**src/rtl/riscv_pipe_pkg.sv**
```systemverilog
// Shared IF-stage types and constants for the fetch redirect controller.
package riscv_pipe_pkg;

  typedef enum logic {
    RUN   = 1'b0,
    DRAIN = 1'b1
  } fetch_state_e;

  localparam int INSTR_BYTES = 4;
  localparam int DRAIN_CNT_W = 3;

endpackage

```
**src/rtl/redirect_edge_detect.sv**
```systemverilog
// Registers the branch-control redirect level and produces the one-shot
// acceptance pulse, qualified by flush and the fetch FSM being in RUN.
module redirect_edge_detect import riscv_pipe_pkg::*; (
  input  logic clk,
  input  logic reset,
  input  logic redirect,
  input  logic flush,
  input  logic in_run,
  output logic acc
);

  logic redirect_q;

  always_ff @(posedge clk) begin
    if (reset) redirect_q <= 1'b0;
    else       redirect_q <= redirect;
  end

  // Rising edge only: a redirect held high across many cycles is taken once.
  assign acc = redirect & flush & ~redirect_q & in_run & ~reset;

endmodule

```
**src/rtl/fetch_redirect_ctrl.sv**
```systemverilog
// Fetch PC owner: steers to branch targets, squashes IF/ID and ID/EX, and
// drains the synchronous imem. REDIRECT_PERF_EN adds the redirect_count port.
module fetch_redirect_ctrl import riscv_pipe_pkg::*; #(
  parameter int              XLEN         = 64,
  parameter logic [XLEN-1:0] RESET_PC     = '0,
  parameter int              FLUSH_CYCLES = 2
) (
  input  logic            clk,
  input  logic            reset,
  input  logic            stall,
  // redirect and flush are levels, not a valid/ready pair: a redirect is
  // taken on its first high cycle with flush high while in RUN; there is no
  // back-pressure, and anything seen during DRAIN is dropped.
  input  logic            redirect,
  input  logic            flush,
  input  logic [XLEN-1:0] redirect_target,
  output logic [XLEN-1:0] pc,
  output logic            fetch_valid,
  output logic            if_id_flush,
  output logic            id_ex_flush,
  output logic            misalign_err,
  output fetch_state_e    dbg_state
`ifdef REDIRECT_PERF_EN
  ,
  output logic [31:0]     redirect_count
`endif
);

  fetch_state_e           state, state_next;
  logic [XLEN-1:0]        pc_next;
  logic [DRAIN_CNT_W-1:0] cnt, cnt_next;
  logic                   misalign_next;
  logic                   acc;

  redirect_edge_detect u_edge (
    .clk      (clk),
    .reset    (reset),
    .redirect (redirect),
    .flush    (flush),
    .in_run   (state == RUN),
    .acc      (acc)
  );

  always_comb begin
    state_next    = state;
    pc_next       = pc;
    cnt_next      = cnt;
    misalign_next = 1'b0;
    case (state)
      RUN: begin
        if (acc) begin
          pc_next       = {redirect_target[XLEN-1:2], 2'b00};
          state_next    = DRAIN;
          cnt_next      = DRAIN_CNT_W'(FLUSH_CYCLES - 1);
          misalign_next = |redirect_target[1:0];
        end else if (!stall) begin
          pc_next = pc + XLEN'(INSTR_BYTES);
        end
      end
      DRAIN: begin
        // The target fetch completes as we leave, so RUN resumes at target+4.
        if (!stall) begin
          if (cnt != '0) begin
            cnt_next = cnt - DRAIN_CNT_W'(1);
          end else begin
            state_next = RUN;
            pc_next    = pc + XLEN'(INSTR_BYTES);
          end
        end
      end
      default: state_next = RUN;
    endcase
  end

  always_ff @(posedge clk) begin
    if (reset) begin
      state        <= RUN;
      pc           <= RESET_PC;
      cnt          <= '0;
      misalign_err <= 1'b0;
    end else begin
      state        <= state_next;
      pc           <= pc_next;
      cnt          <= cnt_next;
      misalign_err <= misalign_next;
    end
  end

`ifdef REDIRECT_PERF_EN
  always_ff @(posedge clk) begin
    if (reset)
      redirect_count <= '0;
    else if (acc && (redirect_count != 32'hFFFF_FFFF))
      redirect_count <= redirect_count + 32'd1;
  end
`endif

  assign fetch_valid = (state == RUN) & ~reset;
  assign id_ex_flush = acc;
  assign if_id_flush = (acc | (state == DRAIN)) & ~reset;
  assign dbg_state   = state;

endmodule

```
**config.mk**
```make
export PLATFORM = sky130hd
export DESIGN_NAME = fetch_redirect_ctrl
export DESIGN_NICKNAME = d
export VERILOG_FILES = /design/src/rtl/riscv_pipe_pkg.sv /design/src/rtl/redirect_edge_detect.sv /design/src/rtl/fetch_redirect_ctrl.sv
export SDC_FILE = /design/constraint.sdc
export NUM_CORES = 1
export LEC_CHECK = 0
export CORE_MARGIN = 3
export CORE_UTILIZATION = 30
export CTS_BUF_LIST = sky130_fd_sc_hd__clkbuf_4 sky130_fd_sc_hd__clkbuf_8
export CTS_CLUSTER_SIZE = 16
export DETAILED_ROUTE_END_ITERATION = 7
export GPL_TIMING_DRIVEN = 0
export PLACE_DENSITY = 0.64
export SLEW_MARGIN = 40
export SYNTH_ARGS = -nofsm -noshare
export SYNTH_HDL_FRONTEND = slang
export SYNTH_SLANG_ARGS = --single-unit
export TNS_END_PERCENT = 30
```
**constraint.sdc**
```tcl
create_clock -name clk -period 3.7 [get_ports clk]
set_clock_uncertainty 0.2 [all_clocks]
set_input_delay 0.555 -clock clk [delete_from_list [all_inputs] [get_ports clk]]
set_output_delay 0.555 -clock clk [all_outputs]
set_load 0.02 [all_outputs]
```
==> results of run 1 <==
==> report_power, final <==
| part | total [W] | switching, W | leakage [nW] | internal (W) |
|---|---|---|---|---|
| Clock | 0.000774 | 0.000303 | 0.121 | 0.000471 |
| Combinational | 0.000415 | 0.000203 | 1.11 | 0.000212 |
| Sequential | 0.000861 | 0.0000782 | 0.558 | 0.000783 |
| Total | 0.00205 | 0.000584 | 1.79 | 0.00147 |
==> worst register-to-register path, cell delays in order (launching register included) <==
cell and delay (ns):
dfxtp_1 0.33, inv_1 0.08, ha_1 0.15, nand2b_1 0.05
clkbuf_1 0.20, a21oi_2 0.56, nand4_1 0.44, nor4_1 0.61
xnor2_1 0.12, a211oi_1 0.24
==> flip-flops by register name, indices dropped and copies added (netlist names) <==
name and cells:
pc 62, dbg_state 1, cnt 3, u_edge.redirect_q 1
misalign_err 1
==> cells by family after synthesis <==
family	count (synthesis)
DFF	68
AOI/OAI and AO/OA	85
xor gates and xnor gates	52
muxes	2
buffers and inverters	38
adders and majority gates	3
and+or+nand+nor	241
other	1
==> per-layer routing <==
metal	GRT usage, %	vias up	part of all wire [%]	wire (um)
met1	26.36	2074	44	6473
li1	-	2086	-	-
met4	5.798	0	1.9	274
met3	4.336	23	7.3	1074
met5	0	-	0	0
met2	32.87	186	47	6823
==> layout make-up <==
type | instances | share of cell area (%)
clock buffers | 12 | 2.568
clock inverters | 4 | 1.712
inverters | 10 | 0.6585
well taps | 168 | 3.687
multi-input cells | 385 | 41.97
plain buffers | 28 | 1.997
repair buffers | 134 | 23.53
flip-flops and latches | 68 | 23.88
==> Yosys cell counts, drive strengths merged (4+ instances only) <==
cell	number	area [um2]
o21ai	13	68.82
o22ai	4	25.02
a21oi	8	43.79
nor3	21	105.1
a311oi	6	52.55
clkbuf	24	90.09
nand4	25	177.7
and4	6	52.55
or2	4	25.02
and3	12	75.07
nor4	15	93.84
xnor2	32	280.3
buf	4	22.52
dfxtp	68	1361
nand2	39	146.4
nand3	26	130.1
or3	8	55.05
a211oi	46	345.3
xor2	20	175.2
nor2	68	255.2
inv	10	37.54
==> per-stage QoR <==
stage / setup WS [ns] / power [W] / hold WS [ns]
after floorplan: 0.8524 / 0.001051 / 0.2706
after global placement: -0.1917 / 0.001279 / 0.2841
after detailed placement: 0.09702 / 0.001288 / 0.3201
after CTS: 0.07430 / 0.002055 / 0.3408
after global routing: 0.1700 / 0.002130 / 0.3900
final: 0.3009 / 0.002050 / 0.3480
==> how the worst max path moves through the flow <==
stage	end	slack, ns	cells after the start
finish	id_ex_flush	0.30	5
global route	id_ex_flush	0.17	5
CTS	id_ex_flush	0.07	5
detailed placement	id_ex_flush	0.1	5
global placement	id_ex_flush	-0.19	5
floorplan	pc[62]	0.85	7
==> run metrics, run 1 <==
outcome=complete, no violations; hold_buf cts=0; Seq cells post-synth=slightly below 70; Post-CTS Setup Bufs=0; crit start category=register; grt total ovfl=0; Die Area=~14,000 um2; post-route cell area=5700 um2; Placed Cells=~790; Post-synth ARST share=0%; Adder-Cell Fraction of Synth Area=less than 1%; layout cells sized above 1=5.304%; WL/cell=18.10 um; final setup vio count=0; HP Start=pc[3]; Max Root-Sink Buffers=2; Max Cap Violations=0; htree depth=3; CTS root buf=clkbuf_8; relative slew slack=roughly 43%; Layout area overhead=46.92%; Hold WC Path Type=register to register; minimum clock period=between 3 and 4 ns; first-pass detailed-route iteration total=6; EDFF count, synth=0; area of the mapped netlist=roughly 3900 um2; syn avg cell area=a little under 8 um2; R2R Path Start=cnt[0]; maximum VDD drop=0.1465 mV; initial drt markers=around 340; hold worst-path end=pc[3]; CTS tree=yes; Least-Margin Pin Slew=between 0.8 and 0.9 ns; antenna violations before repair=0; Compound-Gate Fraction of Synth Area=between 10% and 20%; CTS Buf Count=9; overall routing resource usage=19.99%; Synth Area in Simple Gates=about 32%; commonest non-fill, non-tap cell in the layout=clkdlybuf4s50_1; commonest non-fill, non-tap cells in the layout=clkdlybuf4s50_1, dfxtp_1, nor2_1, a211oi_1, nand2_1; Fmax=slightly below 300 MHz; Setup crit end kind=output port; P_leak=1.789 nW; critical path's largest stage delay=0.68 ns; PostCTS Resize Cnt=0; multi-input logic area=~2400 um2; reg2reg path depth=9; Worst Setup SP=dbg_state; n_diodes=0; R2R Path End=pc[63]; Die W=approximately 120 um; Worst-path clk slew=0.08 ns; worst path bufs/invs=3; final antenna-violating net count=0; largest net degree at the start of global routing=12; Pwr per Cell Area=about 360 nW/um2; via count=around 4,400; vias per cell=between 5 and 6; Synthesis Warnings=0; Starting Density=about a third; DRC violations left=0; dpl hpwl=11,060 um; Syn Inst Count=490; Slew Limit Fails=0; Req. time, crit path=2.94 ns; synth unique cells=49; Routed WL=~15,000 um; input/output buffers=about 130; Core Area=approximately 12,000 um2; Seq/Total Area, Yosys=roughly a third; vias in the first global route=about 4,400; Tcrit/Tclk final=approximately nine tenths; largest family of logic cells by synthesized area=simple AND/OR/NAND/NOR gates; clock sink count=between 60 and 70; RSZ-0062 raised after global routing=no; first-pass GRT wire length=between 20,000 and 25,000 um; final std cells w/o fill=809; CP Max Fanout=10; Crit Path Class=register to output port; Storage cell area=approximately 1400 um2; Die Y=roughly 120 um; arrival time at the worst endpoint=about 2.6 ns; Fill cells=1,246; post-synthesis mux area share=less than 1%; Worst R2R Setup Slack=~0.66 ns; io pins=between 100 and 150; Worst Hold Depth=2; Area after DPL=between 5000 and 6000 um2; Nets=roughly 710; XOR/XNOR Fraction of Synth Area=about an eighth; Final Hold Fails=0; CP Cell Sequence=clkbuf_1 > nand4bb_1 > clkbuf_2 > nor2_4 > clkdlybuf4s50_1; clk_lat worst skew=around 0.36 ns; site row count=40; delay-heaviest family, CP=buffers and inverters; setup TNS=0 ns; Slowest cell on crit path=clkdlybuf4s50_1; Finished Core Util=a little under half; ys flop type=dfxtp_1; gpl congestion=0.9253
Power figures use the tool's default switching activity.
==> run 2, diff against run 1 <==
--- a/config.mk
+++ b/config.mk
@@ -5,13 +5,16 @@
 export SDC_FILE = /design/constraint.sdc
 export NUM_CORES = 1
 export LEC_CHECK = 0
+export CELL_PAD_IN_SITES_DETAIL_PLACEMENT = 1
+export CELL_PAD_IN_SITES_GLOBAL_PLACEMENT = 2
 export CORE_MARGIN = 3
-export CORE_UTILIZATION = 30
+export CORE_UTILIZATION = 26
 export CTS_BUF_LIST = sky130_fd_sc_hd__clkbuf_4 sky130_fd_sc_hd__clkbuf_8
 export CTS_CLUSTER_SIZE = 16
 export DETAILED_ROUTE_END_ITERATION = 7
 export GPL_TIMING_DRIVEN = 0
-export PLACE_DENSITY = 0.64
+export PLACE_DENSITY = 0.9
+export SETUP_SLACK_MARGIN = 0.05
 export SLEW_MARGIN = 40
 export SYNTH_ARGS = -nofsm -noshare
 export SYNTH_HDL_FRONTEND = slang
==> run metrics, run 2 (synthesis results as in run 1) <==
outcome=complete, no violations; Max Cap Violations=0 (unchanged); RSZ-0062 raised after global routing=no; Fill cells=1,758 (+41%); final std cells w/o fill=825 (+2.0%); Worst Hold Depth=2 (unchanged); Worst-path clk slew=0.08 ns (about the same); Least-Margin Pin Slew=0.7257 ns (-0.1231 ns); Worst R2R Setup Slack=0.67 ns (about the same); grt total ovfl=0 (unchanged); Starting Density=26.60% (-4.9 points); Crit Path Class=register to output port; Tcrit/Tclk final=92.38% (+0.51 points); Die W=128.2 um (+7.0%); Area after DPL=5477 um2 (+0.48%); arrival time at the worst endpoint=2.66 ns (+0.02 ns); DRC violations left=0 (unchanged); commonest non-fill, non-tap cell in the layout=clkdlybuf4s50_1; io pins=138 (unchanged); vias in the first global route=4,548 (+4.5%); Fmax=292.6 MHz (-0.56%); largest net degree at the start of global routing=12 (unchanged); vias per cell=5.270 (-2.4%); P_leak=1.771 nW (-1.0%); site row count=44 (+10%); commonest non-fill, non-tap cells in the layout=clkdlybuf4s50_1, dfxtp_1, nor2_1, a211oi_1, nand2_1; Core Area=14,590 um2 (+18%); clock sink count=68 (unchanged); Biggest register=pc; Pwr per Cell Area=334.5 nW/um2 (-7.0%); Slowest cell on crit path=clkdlybuf4s50_1; CP Cell Sequence=clkbuf_1 > nand4bb_1 > clkbuf_2 > nor2_4 > clkdlybuf4s50_1; Slew Limit Fails=0 (unchanged); crit start category=register; CP Max Fanout=10 (unchanged); met1 Use GR=24.65% (-1.7 points); final setup vio count=0 (unchanged); Top Usage Layer GRT=met2; critical path's largest stage delay=0.68 ns (about the same); Final Hold Fails=0 (unchanged); dpl hpwl=12,140 um (+9.8%); Placed Cells=809 (+2.0%); Max Root-Sink Buffers=2 (unchanged); antenna violations before repair=0 (unchanged); maximum VDD drop=0.1901 mV (+30%); CTS tree=yes; relative slew slack=51.62% (+8.7 points); overall routing resource usage=18.99% (-1.0 points); Post-CTS Setup Bufs=0 (unchanged); GR Util met2=32.66% (-0.22 points); htree depth=3 (unchanged); clk_lat worst skew=0.35 ns (about the same); input/output buffers=134 (unchanged); WL/cell=19.08 um (+5.4%); final antenna-violating net count=0 (unchanged); initial drt markers=223 (-34%); Die Y=128.2 um (+7.0%); post-route cell area=5675 um2 (-0.44%); n_diodes=0 (unchanged); reg2reg path depth=9 (unchanged); hold_buf cts=0 (unchanged); first-pass detailed-route iteration total=4 (-2); GR Util met3=3.958% (-0.38 points); Req. time, crit path=2.94 ns (about the same); Routed WL=15,740 um (+7.5%); Die Area=16,430 um2 (+15%); dpl ws=0.03174 ns (-0.06528 ns); via count=4,348 (-0.48%); CTS root buf=clkbuf_8; Nets=708 (unchanged); max reg flops=62 (unchanged); Hold WC Path Type=register to register; Layout area overhead=46.28%; Setup crit end kind=output port; first-pass GRT wire length=24,750 um (+7.0%); layout cells sized above 1=5.616% (+0.31 points); Top Registers=pc: 62 flops, cnt: 3 flops; min setup slack post-route=0.2818 ns (-0.01905 ns); gpl congestion=0.8524 (-7.9%); CTS Buf Count=9 (unchanged); minimum clock period=3.418 ns (+0.01905 ns)
[run 2: changes by cell type in the layout (fill, tap and decap cells not counted), sizes merged]
cell	before	now
clkinvlp	1	0
bufinv	3	1
clkinv	0	5
clkbuf	36	34
[run 2: metrics by stage]
stage / TNS, ns / power [W] / util (%) / hold WS, ns
floorplan: 0 / 0.001051 / - / 0.2706
global placement: -0.2716 / 0.001283 / 37.39 / 0.2861
detailed placement: 0 / 0.001295 / 37.54 / 0.3157
CTS: 0 / 0.001908 / 38.85 / 0.3439
global route: 0 / 0.001983 / 38.90 / 0.3929
finish: 0 / 0.001898 / 38.90 / 0.3364
[run 2: per-layer routing]
layer  part of all wire, %  up-vias
met5                     0        -
met4                   1.1        0
met3                   4.9       15
met2                    49      112
met1                    45     2145
li1                      -     2076
[run 2: worst max-delay path: cells and delay by family (launching register included)]
| family | cells | cell delay (ns) |
|---|---|---|
| flip-flops | 1 | 0.34 |
| buffers and inverters | 3 | 1.27 |
| AND/OR/NAND/NOR | 2 | 0.70 |
[run 2: final timing paths]
kind | startpoint | end
worst max-delay path | dbg_state | id_ex_flush
worst min-delay path | cnt[2] | cnt[2]
worst max register to register | cnt[0] | pc[63]
worst min register to register | cnt[2] | cnt[2]
[run 2: final cells by class]
type / instances / area [um2] / area share [%]
multi-input cells: 385 / 2405 / 42.37
well taps: 184 / 230.2 / 4.056
flip-flops and latches: 68 / 1361 / 23.99
clock buffers: 10 / 131.4 / 2.315
repair buffers: 134 / 1341 / 23.63
plain buffers: 28 / 113.9 / 2.006
clock inverters: 6 / 55.05 / 0.9700
inverters: 10 / 37.54 / 0.6614
[run 2: timing repair]
| action | 4_1_cts | 5_1_grt |
|---|---|---|
| gates cloned | 0 | 0 |
| endpoints found under the setup margin | 1 | 1 |
| gates resized for setup | 1 | 2 |
| pin swaps | 0 | 0 |
| hold endpoints to repair | 0 | 0 |
[run 2: where the power goes]
group          internal, W  total [W]  switching [W]
clock network     0.000313   0.000619       0.000306
registers         0.000783   0.000859      0.0000762
logic             0.000212   0.000421       0.000208
total              0.00131    0.00190       0.000590
==> run 3, diff against run 2 <==
--- a/config.mk
+++ b/config.mk
@@ -7,7 +7,7 @@
 export LEC_CHECK = 0
 export CELL_PAD_IN_SITES_DETAIL_PLACEMENT = 1
 export CELL_PAD_IN_SITES_GLOBAL_PLACEMENT = 2
-export CORE_MARGIN = 3
+export CORE_MARGIN = 4
 export CORE_UTILIZATION = 26
 export CTS_BUF_LIST = sky130_fd_sc_hd__clkbuf_4 sky130_fd_sc_hd__clkbuf_8
 export CTS_CLUSTER_SIZE = 16
==> run metrics, run 3 (synthesis results as in run 1) <==
outcome=complete, no violations; clk_lat worst skew=0.37 ns (+0.02 ns); CTS root buf=clkbuf_8; Req. time, crit path=2.94 ns (about the same); crit start category=register; min setup slack post-route=0.2484 ns (-0.03343 ns); Worst-path clk slew=0.07 ns (about the same); Core Area=14,590 um2 (unchanged); arrival time at the worst endpoint=2.70 ns (+0.04 ns); largest net degree at the start of global routing=11 (-1); final antenna-violating net count=0 (unchanged); io pins=138 (unchanged); CP Max Fanout=10 (unchanged); critical path's largest stage delay=0.68 ns (about the same); Hold WC Path Type=register to register; Die Area=16,940 um2 (+3.1%); clock sink count=68 (unchanged); worst path bufs/invs=3 (unchanged); first-pass detailed-route iteration total=4 (unchanged); Die Y=130.2 um (+1.6%); dpl hpwl=12,380 um (+1.9%); CTS Buf Count=9 (unchanged); Tcrit/Tclk final=93.29% (+0.90 points); via count=4,310 (-0.87%); Die W=130.2 um (+1.6%); Slew Limit Fails=0 (unchanged); P_leak=1.762 nW (-0.50%); hold_buf cts=0 (unchanged); Max Cap Violations=0 (unchanged); gpl congestion=0.8677 (+1.8%); commonest non-fill, non-tap cell in the layout=clkdlybuf4s50_1; n_diodes=0 (unchanged); Pwr per Cell Area=330.6 nW/um2 (-1.2%); Routed WL=15,980 um (+1.5%); max reg flops=62 (unchanged); Layout area overhead=45.99%; initial drt markers=277 (+24%); commonest non-fill, non-tap cells in the layout=clkdlybuf4s50_1, dfxtp_1, nor2_1, a211oi_1, nand2_1; Biggest register=pc; Max Root-Sink Buffers=2 (unchanged); site row count=44 (unchanged); Setup crit end kind=output port; delay-heaviest family, CP=buffers and inverters; final setup vio count=0 (unchanged); Top Registers=pc: 62 flops, cnt: 3 flops; layout cells sized above 1=5.321% (-0.30 points); Crit Path Class=register to output port; Starting Density=26.60% (unchanged); Nets=708 (unchanged); reg2reg path depth=7 (-2); setup TNS=0 ns (unchanged); Power, Total=0.001873 W (-1.4%); vias per cell=5.237 (-0.63%); WL/cell=19.42 um (+1.8%); overall routing resource usage=19.05% (+0.066 points); Post-CTS Setup Bufs=0 (unchanged); Fmax=289.7 MHz (-0.97%); CTS tree=yes; DRC violations left=0 (unchanged); minimum clock period=3.452 ns (+0.03343 ns); Worst Hold Depth=2 (unchanged); Slowest cell on crit path=clkdlybuf4s50_1; antenna violations before repair=0 (unchanged); Crit path depth=5 (unchanged); htree depth=3 (unchanged); Least-Margin Pin Slew=0.7080 ns (-0.01772 ns); input/output buffers=134 (unchanged); maximum VDD drop=0.1331 mV (-30%); RSZ-0062 raised after global routing=no; first-pass GRT wire length=24,850 um (+0.39%); CP Cell Sequence=clkbuf_1 > nand4bb_1 > clkbuf_2 > nor2_4 > clkdlybuf4s50_1; relative slew slack=52.80% (+1.2 points); Final Hold Fails=0 (unchanged); vias in the first global route=4,509 (-0.86%); dpl ws=-0.02547 ns (-0.05721 ns); grt total ovfl=0 (unchanged)
[run 3: cell types whose count changed in the layout (fill, tap and decap cells not counted)]
cell	previous run	this run
clkbuf_8	9	12
clkbuf_4	1	0
clkinv_2	5	2
bufinv_16	1	0
[run 3: metrics by stage]
step,instance area [um2],cells,hold WS (ns),utilization (%)
after CTS,5658,823,0.3471,38.78
after floorplan,3884,491,0.2706,-
final,5664,823,0.3472,38.82
after global placement,5455,809,0.2846,37.39
after detailed placement,5477,809,0.3317,37.54
after global routing,5664,823,0.3666,38.82
[run 3: where the power goes]
group / internal (W) / switching, W
Combinational: 0.000212 / 0.000210
Clock: 0.000289 / 0.000303
Sequential: 0.000783 / 0.0000753
Total: 0.00128 / 0.000589
[run 3: cell type report]
class	instances	area (um2)
buffer	28	113.9
inverter	10	37.54
sequential	68	1361
clock buffer	12	165.2
multi-input combinational	385	2405
tap	184	230.2
timing repair buffer	134	1341
fill	1730	8925
clock inverter	2	10.01
[run 3: worst paths after layout]
kind	start	end	slack, ns
min	pc[27]	pc[27]	0.35
max reg2reg	pc[2]	pc[62]	0.69
min reg2reg	pc[27]	pc[27]	0.35
max	dbg_state	id_ex_flush	0.25
[run 3: timing repair]
item | 4_1_cts | 5_1_grt
hold endpoints to repair | 0 | 0
endpoints found under the setup margin | 1 | 0
gates resized for setup | 2 | 0
[run 3: worst reg2reg max path, cell delays in order, from the launching register on]
cell and delay [ns]:
dfxtp_1 0.43, ha_1 0.30, nand4_4 0.21, or3_4 0.47
or4_4 0.49, or4b_4 0.54, xor2_1 0.18, o21ai_2 0.07
[run 3: metal layers]
metal  wire length (um)  track usage [%]  vias to the layer above
met2               7641            31.59                      118
met4                254            5.746                        0
li1                   -                -                     2070
met5                  0                0                        -
met3                985            4.707                       20
met1               7097            24.46                     2102
